File: src/rtl/skid_pipe_pkg.sv
// ============================================================================
// Module      : skid_pipe_pkg
// Description : Shared state encoding and occupancy constants for skid_pipe.
// Revision    : 1.0 - initial release
// ============================================================================
`default_nettype none

package skid_pipe_pkg;

    typedef enum logic [1:0] {
        EMPTY = 2'd0,
        BUSY  = 2'd1,
        FULL  = 2'd2
    } skid_state_t;

    localparam logic [1:0] C_OCC_EMPTY = 2'd0;
    localparam logic [1:0] C_OCC_ONE   = 2'd1;
    localparam logic [1:0] C_OCC_TWO   = 2'd2;

    function automatic logic [1:0] occ_of(input skid_state_t st);
        case (st)
            BUSY:    occ_of = C_OCC_ONE;
            FULL:    occ_of = C_OCC_TWO;
            default: occ_of = C_OCC_EMPTY;
        endcase
    endfunction

endpackage

`default_nettype wire

File: src/rtl/skid_pipe.sv
// ============================================================================
// Module      : skid_pipe
// Description : Valid/hold pipeline stage with a registered backward hold path
//               and an optional registered forward path.
// Revision    : 1.0 - initial release
// ============================================================================
`default_nettype none

module skid_pipe
    import skid_pipe_pkg::*;
#(
    parameter int DW      = 8,
    parameter bit FWD_REG = 1'b1
) (
    input  logic          clk,
    input  logic          resetn,
    input  logic          di_valid,
    input  logic [DW-1:0] di,
    output logic          di_hold,
    output logic          q_valid,
    output logic [DW-1:0] q,
    input  logic          q_hold,
    output logic [1:0]    count
);

    generate
        if (FWD_REG) begin : g_fwd_reg
            skid_state_t   state_q, state_d;
            logic          q_valid_q;
            logic          di_hold_q;
            logic [DW-1:0] m_q, m_d;
            logic [DW-1:0] s_q, s_d;
            logic          w_in;
            logic          w_out;

            always_comb begin
                w_in    = di_valid & ~di_hold_q;
                w_out   = q_valid_q & ~q_hold;
                state_d = state_q;
                m_d     = m_q;
                s_d     = s_q;
                case (state_q)
                    EMPTY: begin
                        if (w_in) begin
                            state_d = BUSY;
                            m_d     = di;
                        end
                    end
                    BUSY: begin
                        if (w_in && w_out) begin
                            m_d = di;
                        end else if (w_in) begin
                            state_d = FULL;
                            s_d     = di;
                        end else if (w_out) begin
                            state_d = EMPTY;
                        end
                    end
                    FULL: begin
                        // The skid word moves up; no input is taken this cycle.
                        if (w_out) begin
                            state_d = BUSY;
                            m_d     = s_q;
                        end
                    end
                    default: state_d = EMPTY;
                endcase
            end

            always_ff @(posedge clk or negedge resetn) begin
                if (!resetn) begin
                    state_q   <= EMPTY;
                    q_valid_q <= 1'b0;
                    di_hold_q <= 1'b0;
                end else begin
                    state_q   <= state_d;
                    q_valid_q <= (state_d != EMPTY);
                    di_hold_q <= (state_d == FULL);
                end
            end

            always_ff @(posedge clk) begin
                m_q <= m_d;
                s_q <= s_d;
            end

            assign q_valid = q_valid_q;
            assign q       = m_q;
            assign di_hold = di_hold_q;
            assign count   = occ_of(state_q);
        end else begin : g_fwd_comb
            skid_state_t   state_q, state_d;
            logic          di_hold_q;
            logic [DW-1:0] s_q, s_d;

            always_comb begin
                state_d = state_q;
                s_d     = s_q;
                case (state_q)
                    EMPTY: begin
                        // Word is presented combinationally; capture it if blocked.
                        if (di_valid && q_hold) begin
                            state_d = FULL;
                            s_d     = di;
                        end
                    end
                    FULL: begin
                        if (!q_hold) begin
                            state_d = EMPTY;
                        end
                    end
                    default: state_d = EMPTY;
                endcase
            end

            always_ff @(posedge clk or negedge resetn) begin
                if (!resetn) begin
                    state_q   <= EMPTY;
                    di_hold_q <= 1'b0;
                end else begin
                    state_q   <= state_d;
                    di_hold_q <= (state_d == FULL);
                end
            end

            always_ff @(posedge clk) begin
                s_q <= s_d;
            end

            assign q_valid = (state_q == FULL) || di_valid;
            assign q       = (state_q == FULL) ? s_q : di;
            assign di_hold = di_hold_q;
            assign count   = (state_q == FULL) ? C_OCC_ONE : C_OCC_EMPTY;
        end
    endgenerate

endmodule

`default_nettype wire

File: config.mk
export PLATFORM = sky130hd
export DESIGN_NAME = skid_pipe
export DESIGN_NICKNAME = d
export VERILOG_FILES = /design/src/rtl/skid_pipe_pkg.sv /design/src/rtl/skid_pipe.sv
export SDC_FILE = /design/constraint.sdc
export NUM_CORES = 1
export LEC_CHECK = 0
export ABC_AREA = 1
export BUFFER_PORTS_ARGS = -buffer_cell sky130_fd_sc_hd__buf_2
export CORE_ASPECT_RATIO = 1.1
export CORE_UTILIZATION = 31
export CTS_CLUSTER_DIAMETER = 150
export CTS_CLUSTER_SIZE = 24
export DETAILED_ROUTE_END_ITERATION = 10
export GPL_TIMING_DRIVEN = 0
export SYNTH_ARGS = -nofsm -noshare
export SYNTH_HDL_FRONTEND = slang
export SYNTH_SLANG_ARGS = --single-unit
File: constraint.sdc
create_clock -name clk -period 2.05 [get_ports clk]
set_clock_uncertainty 0.15 [all_clocks]
set_input_delay 0 -clock clk [delete_from_list [all_inputs] [get_ports clk]]
set_output_delay 0 -clock clk [all_outputs]
set_load 0.02 [all_outputs]
==> impl_metrics.json <==
{
  "status": "finished clean",
  "grt_start_max_net_pins": 12,
  "grt_setup_unrepaired": "no",
  "synth_area_leaders": "edfxtp_1 (60%), nand2_1 (14%), dfrtp_1 (12%), inv_1 (3.7%), nand3_2 (2.5%)",
  "syn2layout_area_growth_pct": 37.3,
  "dr.pass1.iters": 2,
  "die_h_um": 55.5,
  "vias": 591,
  "worstHoldStart": "di[4]",
  "drive_gt1_share_pct": 31.8,
  "netlist_area_um2": 806,
  "diodes": 0,
  "grt_pass1_wl_um": 2370,
  "drt-wirelength-per-cell_um": 9.59,
  "holdWs_ns": 0.283,
  "slew_headroom_pct": 54.8,
  "dp_hpwl_um": 1000,
  "fillCellCount": 260,
  "fmax_mhz": 573,
  "grtUsageMet1_pct": 12.5,
  "syn_area_per_cell_um2": 11.3,
  "drt_iter0_markers": 8,
  "setup_tns_ns": 0,
  "worst_slew_pin_slew_ns": 0.676,
  "worstHoldEndpoint": "g_fwd_reg.s_q[4]",
  "ys_ff_latch": 20,
  "cts_root_buf": "clkbuf_4",
  "reg2regPathDepth": 3,
  "clock_latency_ns": 0.29,
  "overflow": 0,
  "final_cell_mix": "nand2_1 (31), buf_2 (23), edfxtp_1 (16)",
  "final_common_cell": "nand2_1",
  "use_met3_pct": 2.48,
  "antenna_left": 0,
  "cts-htree-levels": 1,
  "cp_max_fo": 8,
  "maxCapViolations": 0,
  "min_period_over_period_pct": 85.2,
  "drc": 0,
  "reg2reg_slack_ns": 0.30,
  "cts_buffers": 3,
  "top_usage_layer": "met2",
  "syn_nets": 83,
  "rows": 19,
  "fp.dieArea_um2": 2810,
  "clkTransAtPathRegs_ns": 0.11,
  "antenna_found_initial": 0,
  "period_needed_ns": 1.75,
  "yosysWarningCount": 0,
  "grt_pass1_vias": 576,
  "finalSetupViolCount": 0,
  "via_per_inst": 4.19,
  "io_buffers": 23,
  "timing.rr.start": "g_fwd_reg.state_q[1]",
  "power.leakage_nw": 0.544,
  "cts_tree": "built",
  "clk_path_buf_depth": 2,
  "hold_violations": 0,
  "grt_use_met2_pct": 20.0,
  "initial_core_util_pct": 32.6,
  "wirelength_um": 1350,
  "pin_count": 24,
  "clock-sinks": 20,
  "cts_resized": 0,
  "grt_usage_pct": 11.4,
  "cp.required_ns": 1.83,
  "globalplace.congestion": 0.721,
  "slew_violations": 0,
  "holdCritPathClass": "input port to flip-flop",
  "syn_inst": 71,
  "irDropWorstVdd_v": 0.000717,
  "critPathLaunchType": "flip-flop",
  "synth_top_area_cell": "edfxtp_1",
  "synth.distinct_cells": 12,
  "endpoint_kind": "flip-flop",
  "fin_nets": 123,
  "worstSetupPathType": "flip-flop to flip-flop",
  "synth-seq-area-share_pct": 72.0,
  "hold_path_depth": 2,
  "core_area_um2": 2470,
  "r2r-end": "g_fwd_reg.s_q[5]",
  "die_x_um": 50.6,
  "arrival_ns": 1.53,
  "power_density_nw_per_um2": 1340,
  "netlist.area_leader.share_pct": 59.6
}
[power by group]
part / total, mW / internal [mW] / switching [mW]
sequential: 0.680 / 0.627 / 0.0527
clock: 0.186 / 0.0756 / 0.110
combinational: 0.614 / 0.188 / 0.426
[worst max path at each step]
stage | from | endpoint | slack [ns] | depth (start not counted)
5_1_grt | g_fwd_reg.state_q[1] | g_fwd_reg.s_q[5] | 0.18 | 3
3_3_place_gp | g_fwd_reg.state_q[1] | g_fwd_reg.s_q[2] | 0.30 | 3
4_1_cts | g_fwd_reg.state_q[1] | g_fwd_reg.s_q[5] | 0.26 | 3
6_report | g_fwd_reg.state_q[1] | g_fwd_reg.s_q[5] | 0.30 | 3
3_5_place_dp | g_fwd_reg.state_q[1] | g_fwd_reg.s_q[2] | 0.27 | 3
2_1_floorplan | g_fwd_reg.state_q[1] | g_fwd_reg.s_q[0] | 0.35 | 3
[final cells by class]
type / instances / area (um^2) / share of cell area [%]
Sequential cell: 20 / 581 / 52.5
Tap cell: 31 / 38.8 / 3.51
Timing Repair Buffer: 35 / 235 / 21.3
Multi-Input combinational cell: 41 / 185 / 16.7
Clock buffer: 4 / 26.3 / 2.38
Inverter: 10 / 40.0 / 3.62
[sequential cells by signal, summed over array words and instances, names as in the netlist]
signal and flops:
g_fwd_reg.s_q 8, q 8, g_fwd_reg.state_q 2, di_hold 1, q_valid 1
[kinds of logic after synthesis]
family | share of synthesized area [%]
simple gates | 23.0
flops | 72.1
buf+inv | 4.97
[timing repair]
| action | in CTS | in global routing |
|---|---|---|
| buffers inserted | 0 | 0 |
| hold buffers | 12 | 0 |
| hold endpoints to repair | 24 | 0 |
[layer usage]
metal  part of all wire [%]  vias to the layer above  wire length [um]
li1                       -                      301                 -
met1                     41                      276               555
met2                     54                       12               734
met3                    3.3                        2                44
met4                    1.3                        0                18
met5                      0                        -                 0
[per-stage QoR]
stage	total power, mW	setup slack [ns]	util [%]	instance area, um^2	std cells
detailed placement	1.30	0.270	38.8	960	125
global route	1.59	0.178	44.7	1110	141
global placement	1.28	0.299	38.8	960	125
finish	1.48	0.304	44.7	1110	141
CTS	1.51	0.259	44.7	1110	141
floorplan	1.12	0.345	-	806	71
[worst max-delay path, stage by stage (launching register included)]
cell and delay (ns):
dfrtp_1 0.45, nor2_2 0.19, nand2_2 0.08, nor2_1 0.53
[cell usage after synthesis, drive strengths merged]
cell type and count:
dfrtp 4, edfxtp 16, inv 10, nand2 35
nand3 3, nor2 3
(Power assumes the default switching activity.)
